**config.mk**
```make
export PLATFORM = sky130hd
export DESIGN_NAME = interval_event_timer
export DESIGN_NICKNAME = d
export VERILOG_FILES = /design/src/rtl/interval_event_timer_pkg.sv /design/src/rtl/interval_event_timer_tick_prescaler.sv /design/src/rtl/interval_event_timer.sv
export SDC_FILE = /design/constraint.sdc
export NUM_CORES = 1
export LEC_CHECK = 0
export ABC_CLOCK_PERIOD_IN_PS = 4500
export BUFFER_PORTS_ARGS = -buffer_cell sky130_fd_sc_hd__buf_2
export CORE_MARGIN = 5
export CORE_UTILIZATION = 57
export DETAILED_ROUTE_END_ITERATION = 8
export HOLD_SLACK_MARGIN = 0.08
export PLACE_DENSITY = 0.83
export SETUP_SLACK_MARGIN = 0.1
export SLEW_MARGIN = 20
export SYNTH_ARGS = -nofsm -noshare
export SYNTH_HDL_FRONTEND = slang
export SYNTH_SLANG_ARGS = --single-unit
```
**constraint.sdc**
```tcl
create_clock -name clk -period 4.5 [get_ports clk]
set_input_delay 0.45 -clock clk [delete_from_list [all_inputs] [get_ports clk]]
set_output_delay 0.45 -clock clk [all_outputs]
set_load 0.01 [all_outputs]
```
**src/rtl/interval_event_timer_pkg.sv**
```systemverilog
// ---------------------------------------------------------------------------
// interval_event_timer_pkg
//   Shared definitions for the interval event timer:
//     - FSM state encoding (IDLE / RUN)
//     - default parameter values for the timer and its prescaler
//     - saturating-increment helper used by the missed-event counter
// ---------------------------------------------------------------------------
package interval_event_timer_pkg;

    typedef enum logic {
        ST_IDLE = 1'b0,
        ST_RUN  = 1'b1
    } state_e;

    localparam int unsigned DEF_NBITS     = 32;
    localparam int unsigned DEF_PRESCALE  = 0;
    localparam int unsigned DEF_MISS_BITS = 8;
    localparam int unsigned DEF_SEQ_BITS  = 8;

    // Increment that sticks at max_value instead of wrapping.
    // Operates on 32 bits; callers narrower than that cast in and out.
    function automatic logic [31:0] sat_inc(input logic [31:0] value,
                                            input logic [31:0] max_value);
        return (value >= max_value) ? max_value : value + 32'd1;
    endfunction

endpackage

```
**src/rtl/interval_event_timer_tick_prescaler.sv**
```systemverilog
// ---------------------------------------------------------------------------
// tick_prescaler
//   Modulo-(P_PRESCALE+1) counter producing one tick per P_PRESCALE+1
//   enabled clock cycles.
//   Ports:
//     clk    - clock, rising edge
//     reset  - asynchronous active-low reset
//     clr    - synchronous clear of counter and tick (priority over cnten)
//     cnten  - count enable
//     tick   - registered tick, high for one cycle when the counter wraps
//
//   The tick is registered: the cycle in which the counter sits at its
//   maximum produces tick=1 in the following cycle. After a clear the
//   first tick therefore appears P_PRESCALE+1 cycles later, which gives the
//   timer its one-cycle start-up latency.
// ---------------------------------------------------------------------------
module tick_prescaler #(
    parameter int unsigned P_PRESCALE = 0
) (
    input  logic clk,
    input  logic reset,
    input  logic clr,
    input  logic cnten,
    output logic tick
);

    // A 0-bit counter is not legal, so a divide-by-1 still carries one bit
    // that simply never leaves zero.
    localparam int unsigned PW = (P_PRESCALE > 0) ? $clog2(P_PRESCALE + 1) : 1;
    localparam logic [PW-1:0] CNT_MAX = PW'(P_PRESCALE);
    localparam logic [PW-1:0] CNT_ONE = PW'(1);

    logic [PW-1:0] cnt_reg;
    logic          tick_reg;
    logic          at_max;

    assign at_max = (cnt_reg == CNT_MAX);

    always_ff @(posedge clk or negedge reset) begin
        if (!reset) begin
            cnt_reg  <= '0;
            tick_reg <= 1'b0;
        end else if (clr) begin
            cnt_reg  <= '0;
            tick_reg <= 1'b0;
        end else if (cnten) begin
            cnt_reg  <= at_max ? '0 : cnt_reg + CNT_ONE;
            tick_reg <= at_max;
        end else begin
            tick_reg <= 1'b0;
        end
    end

    assign tick = tick_reg;

endmodule

```
**src/rtl/interval_event_timer.sv**
```systemverilog
// ---------------------------------------------------------------------------
// interval_event_timer
//   Programmable interval timer / event source. Counts prescaled ticks up to
//   a latched period and emits an event token on a valid/ready handshake.
//   One-shot or periodic; events that expire while an earlier one is still
//   unconsumed are dropped and counted in a saturating counter.
//   Ports:
//     clk          - clock, rising edge
//     reset        - asynchronous active-low reset
//     cfg_period   - interval length in ticks (0 treated as 1), sampled on start
//     cfg_periodic - 1 = periodic, 0 = one-shot, sampled on start
//     start        - start request, honoured only in IDLE
//     stop         - abort request, outranks start and expire
//     evt_val      - event valid
//     evt_rdy      - consumer ready
//     evt_seq      - sequence number of the presented event
//     busy         - high while running
//     cur_count    - current interval count
//     miss_cnt     - saturating count of dropped events
// ---------------------------------------------------------------------------
module interval_event_timer
    import interval_event_timer_pkg::*;
#(
    parameter int unsigned P_NBITS     = DEF_NBITS,
    parameter int unsigned P_PRESCALE  = DEF_PRESCALE,
    parameter int unsigned P_MISS_BITS = DEF_MISS_BITS,  // at most 32
    parameter int unsigned P_SEQ_BITS  = DEF_SEQ_BITS
) (
    input  logic                   clk,
    input  logic                   reset,
    input  logic [P_NBITS-1:0]     cfg_period,
    input  logic                   cfg_periodic,
    input  logic                   start,
    input  logic                   stop,
    output logic                   evt_val,
    input  logic                   evt_rdy,
    output logic [P_SEQ_BITS-1:0]  evt_seq,
    output logic                   busy,
    output logic [P_NBITS-1:0]     cur_count,
    output logic [P_MISS_BITS-1:0] miss_cnt
);

    localparam logic [P_NBITS-1:0]    CNT_ONE  = P_NBITS'(1);
    localparam logic [P_SEQ_BITS-1:0] SEQ_ONE  = P_SEQ_BITS'(1);
    localparam logic [31:0]           MISS_MAX = 32'((64'd1 << P_MISS_BITS) - 64'd1);

    state_e                   state_reg,    state_next;
    logic [P_NBITS-1:0]       count_reg,    count_next;
    logic [P_NBITS-1:0]       period_reg,   period_next;
    logic                     periodic_reg, periodic_next;
    logic                     evt_val_reg,  evt_val_next;
    logic [P_SEQ_BITS-1:0]    evt_seq_reg,  evt_seq_next;
    logic [P_MISS_BITS-1:0]   miss_reg,     miss_next;
    logic                     busy_reg;

    logic tick;
    logic start_acc;
    logic stop_run;
    logic at_last;
    logic expire;

    assign start_acc = (state_reg == ST_IDLE) && start && !stop;
    assign stop_run  = (state_reg == ST_RUN)  && stop;
    assign at_last   = (count_reg == period_reg - CNT_ONE);
    // stop suppresses the expire entirely: no event and no miss
    assign expire    = (state_reg == ST_RUN) && !stop && tick && at_last;

    tick_prescaler #(
        .P_PRESCALE (P_PRESCALE)
    ) u_prescaler (
        .clk   (clk),
        .reset (reset),
        .clr   (start_acc || stop_run),
        .cnten (state_reg == ST_RUN),
        .tick  (tick)
    );

    // ---------------- next-state / datapath ----------------
    always_comb begin
        state_next    = state_reg;
        count_next    = count_reg;
        period_next   = period_reg;
        periodic_next = periodic_reg;
        evt_val_next  = evt_val_reg;
        evt_seq_next  = evt_seq_reg;
        miss_next     = miss_reg;

        case (state_reg)
            ST_IDLE: begin
                if (start_acc) begin
                    period_next   = (cfg_period == '0) ? CNT_ONE : cfg_period;
                    periodic_next = cfg_periodic;
                    count_next    = '0;
                    miss_next     = '0;
                    state_next    = ST_RUN;
                end
            end
            ST_RUN: begin
                if (stop) begin
                    count_next = '0;
                    state_next = ST_IDLE;
                end else if (tick) begin
                    if (at_last) begin
                        count_next = '0;
                        if (!periodic_reg) begin
                            state_next = ST_IDLE;
                        end
                    end else begin
                        count_next = count_reg + CNT_ONE;
                    end
                end
            end
            default: begin
                state_next = ST_IDLE;
            end
        endcase

        // Handshake runs regardless of state so a pending event survives stop.
        if (evt_val_reg && evt_rdy) begin
            evt_val_next = 1'b0;
        end

        // A slot is free if nothing is pending or the pending one is being
        // consumed this very cycle; otherwise the new event is dropped.
        if (expire) begin
            if (!evt_val_reg || evt_rdy) begin
                evt_val_next = 1'b1;
                evt_seq_next = evt_seq_reg + SEQ_ONE;
            end else begin
                miss_next = P_MISS_BITS'(sat_inc(32'(miss_reg), MISS_MAX));
            end
        end
    end

    // ---------------- state registers ----------------
    always_ff @(posedge clk or negedge reset) begin
        if (!reset) begin
            state_reg    <= ST_IDLE;
            count_reg    <= '0;
            period_reg   <= CNT_ONE;
            periodic_reg <= 1'b0;
            evt_val_reg  <= 1'b0;
            evt_seq_reg  <= '0;
            miss_reg     <= '0;
            busy_reg     <= 1'b0;
        end else begin
            state_reg    <= state_next;
            count_reg    <= count_next;
            period_reg   <= period_next;
            periodic_reg <= periodic_next;
            evt_val_reg  <= evt_val_next;
            evt_seq_reg  <= evt_seq_next;
            miss_reg     <= miss_next;
            busy_reg     <= (state_next == ST_RUN);
        end
    end

    assign evt_val   = evt_val_reg;
    assign evt_seq   = evt_seq_reg;
    assign busy      = busy_reg;
    assign cur_count = count_reg;
    assign miss_cnt  = miss_reg;

endmodule

```
==> results.sh <==
export IMPL_ys_seq_area_share_pct=39.88
export IMPL_setup_worst_path_start="period_reg[1]"
export IMPL_initial_utilization_pct=57.90
export IMPL_top_layer="met4"
export IMPL_holdBufCountCts=0
export IMPL_drt_pass1_iterations=5
export IMPL_critPathCaptureType="flip-flop"
export IMPL_static_leakage_power_nw=2.905
export IMPL_initial_antenna_violation_count=0
export IMPL_postCtsSetupBuffers=0
export IMPL_relSlewSlack_pct=47.03
export IMPL_clk_transition_reported_paths_ps=80
export IMPL_place_port_buffers=87
export IMPL_detail_route_wirelength_met1_um=6097
export IMPL_cts_tree="done"
export IMPL_gr_total_overflow=0
export IMPL_postRouteAntennaNets=0
export IMPL_timing_worst_setup_path_type="reg -> reg"
export IMPL_footprint_of_the_multi_input_gates_mm2=0.002972
export IMPL_postRouteWirelength_um=13850
export IMPL_met2_wirelength_um=6458
export IMPL_final_common_cell="sky130_fd_sc_hd__nand2_1"
export IMPL_final_design_area_no_fill_mm2=0.005893
export IMPL_minimum_clock_period_ps=3812
export IMPL_regToRegEndpoint="miss_cnt[3]"
export IMPL_tritoncts_num_buffers=9
export IMPL_r2r_start="period_reg[1]"
export IMPL_post_synthesis_cell_area_mm2=0.005274
export IMPL_grt_max_degree=85
export IMPL_clock_skew_ps=15.63
export IMPL_accumulated_negative_setup_slack_ps=0
export IMPL_synthCells=631
export IMPL_htreeDepth=3
export IMPL_critical_path_startpoint_type="flip-flop"
export IMPL_cellInternalPower_mw=1.188
export IMPL_pwr_density_cell_mw_per_mm2=303.2
export IMPL_worstHoldPathType="in -> async"
export IMPL_layout_drive_gt1_share_pct=18.40
export IMPL_critical_path_max_fanout=15
export IMPL_post_synth_num_cell_types=69
export IMPL_placement_cell_area_mm2=0.005717
export IMPL_antenna_diode_count=0
export IMPL_grt_pass1_wl_um=22920
export IMPL_cts_num_sinks=84
export IMPL_via_per_inst=6.107
export IMPL_fillers=787
export IMPL_die_area_mm2=0.01128
export IMPL_max_clock_freq_mhz=262.3
export IMPL_core_area_mm2=0.009109
export IMPL_fin_nets=738
export IMPL_synth_main_ff_cell="sky130_fd_sc_hd__dfrtp_1"
export IMPL_ys_warnings_count=0
export IMPL_fp_dieW_um=106.2
export IMPL_layout_worst_path_cycle_share_pct=84.71
export IMPL_floorplan_rows=35
export IMPL_maximum_root_to_sink_buffer_count=2
export IMPL_met3WireLength_um=1096
export IMPL_data_arrival_time_of_the_worst_path_ps=4030
export IMPL_number_of_global_route_vias_before_repair=4616
export IMPL_share_clk_of_total_power_pct=26.8
export IMPL_number_of_flops_mapped_to_enable_cells_by_yosys=0
export IMPL_io_pins=88
export IMPL_p_sw_mw=0.5987
export IMPL_worstPathRequired_ps=4720
export IMPL_clock_insertion_delay_at_the_later_pin_of_the_skew_report_ps=350
export IMPL_dr_total_vias=4959
export IMPL_worst_ir_drop_vdd_uv=262.9
export IMPL_power_mw=1.787
export IMPL_r2r_worst_path_cells=12
export IMPL_finalSetupViolations=0
export IMPL_final_cell_mix="138 x sky130_fd_sc_hd__nand2_1, 86 x sky130_fd_sc_hd__buf_2, 83 x sky130_fd_sc_hd__dfrtp_1, 38 x sky130_fd_sc_hd__nor2_1, 29 x sky130_fd_sc_hd__o21ai_0"
export IMPL_mappedNetlistNets=673
export IMPL_sequential_cell_area_mm2=0.002103
export IMPL_root_buffer="sky130_fd_sc_hd__clkbuf_8"
export IMPL_initialDrtViolationCount=323
export IMPL_gp_routability_congestion=0.9205
export IMPL_post_cts_sizing=0
export IMPL_async_reset_ff_share_pct=100.0
export IMPL_outcome="completed"
export IMPL_avgSynthCellArea_um2=8.358
export IMPL_p_sw_share_pct=33.50
export IMPL_maxSlewViolCount=0
export IMPL_syn2layout_area_growth_pct=11.74
export IMPL_wire_per_inst_um=17.06
export IMPL_postSynthRegisterBits=84
export IMPL_hold_violations=0
export IMPL_setup_slack_ps=688.2
export IMPL_utilization_pct=64.70
export IMPL_fp_dieH_um=106.2
export IMPL_place_detailed_hpwl_um=10250
export IMPL_power_share_sequential_pct=51.6
export IMPL_power_combinational_fraction_pct=21.5
export IMPL_reg2reg_setup_slack_ps=690
export IMPL_worst_slew_pin_slew_ps=792.6
export IMPL_cap_violations=0
export IMPL_remaining_drc_errors=0
export IMPL_total_routing_resource_utilization_after_global_routing_pct=24.95
export IMPL_preCtsSetupSlack_ps=799.0
export IMPL_grt_setup_unrepaired="no"
power groups by stage:
stage | registers [mW] | clock network (mW) | logic, mW
finish | 0.923 | 0.479 | 0.385
global route | 0.934 | 0.520 | 0.435
global placement | 0.928 | 0 | 0.367
detailed placement | 0.934 | 0 | 0.380
floorplan | 0.886 | 0 | 0.307
CTS | 0.919 | 0.485 | 0.382
layout make-up:
| class | instances | area share [%] |
|---|---|---|
| Inverter | 10 | 0.6369 |
| Clock buffer | 11 | 2.399 |
| Multi-Input combinational cell | 500 | 50.42 |
| Timing Repair Buffer | 91 | 8.004 |
| Clock inverter | 5 | 0.4883 |
| Sequential cell | 84 | 35.69 |
| Tap cell | 111 | 2.357 |
layer usage:
metal | up-vias | global-route usage [%]
met4 | 0 | 5.920
met2 | 204 | 39.14
li1 | 2387 | -
met1 | 2342 | 35.07
met5 | - | 0
met3 | 26 | 5.889
worst max path at each step:
stage	to	slack [ps]	cells after the start
after floorplan	cur_count[14]	1190	12
after global placement	evt_seq[1]	910	7
after detailed placement	cur_count[14]	800	11
after CTS	cur_count[14]	750	11
after global routing	miss_cnt[3]	440	12
final	miss_cnt[3]	690	12
cells in the mapped netlist, types with 4 or more instances:
cell type                  count  area [um2]
sky130_fd_sc_hd__dfrtp_1      83        2077
sky130_fd_sc_hd__o311ai_0      5       43.79
sky130_fd_sc_hd__or4_1         8       60.06
sky130_fd_sc_hd__nor3b_1       8       60.06
sky130_fd_sc_hd__and3_1       17       106.4
sky130_fd_sc_hd__a21oi_1      17       85.08
sky130_fd_sc_hd__or2_2         8       50.05
sky130_fd_sc_hd__nor4_1       17       106.4
sky130_fd_sc_hd__nand2_1     139       521.8
sky130_fd_sc_hd__or3_1         7       43.79
sky130_fd_sc_hd__a22o_1        4       35.03
sky130_fd_sc_hd__o21ai_0      29       145.1
sky130_fd_sc_hd__nand4_1      13       81.33
sky130_fd_sc_hd__a21o_1       15       112.6
sky130_fd_sc_hd__nor3_1       24       120.1
sky130_fd_sc_hd__nor2_1       38       142.6
sky130_fd_sc_hd__nand3_1      23       115.1
sky130_fd_sc_hd__clkbuf_1     31       116.4
sky130_fd_sc_hd__xnor2_1      26       227.7
sky130_fd_sc_hd__nand2b_1      5       31.28
sky130_fd_sc_hd__inv_1        10       37.54
sky130_fd_sc_hd__xor2_1       18       157.7
sky130_fd_sc_hd__a31oi_1       5       31.28
sky130_fd_sc_hd__o211ai_1      5       37.54
sky130_fd_sc_hd__ha_1          4       50.05
per-stage QoR:
step,cells,hold slack [ps]
after floorplan,631,154.4
after global placement,796,459.2
after detailed placement,796,466.5
after CTS,812,294.3
after global routing,812,220.7
final,812,136.3
critical path: stages (launching register included):
cell and delay (ps):
sky130_fd_sc_hd__dfrtp_1 430, sky130_fd_sc_hd__inv_1 90, sky130_fd_sc_hd__ha_1 170, sky130_fd_sc_hd__nor3b_2 410, sky130_fd_sc_hd__nand4_1 480, sky130_fd_sc_hd__o21a_1 340
sky130_fd_sc_hd__o41ai_1 390, sky130_fd_sc_hd__o211a_1 260, sky130_fd_sc_hd__nand4b_4 140, sky130_fd_sc_hd__nor3_2 310, sky130_fd_sc_hd__buf_4 240, sky130_fd_sc_hd__nor4bb_1 330
sky130_fd_sc_hd__nor3_1 90
cells by family (layout without fill, tap and decap cells):
group           Yosys count  after routing  share of synthesized area, %
simple gates            336            336                         32.67
compound gates          110            110                         14.16
flops                    84             84                         39.88
buf+inv                  47            117                         3.820
xor+xnor                 44             44                         7.307
mux                       6              6                         1.210
fa+ha+maj                 4              4                        0.9490
Power figures use the tool's default switching activity.
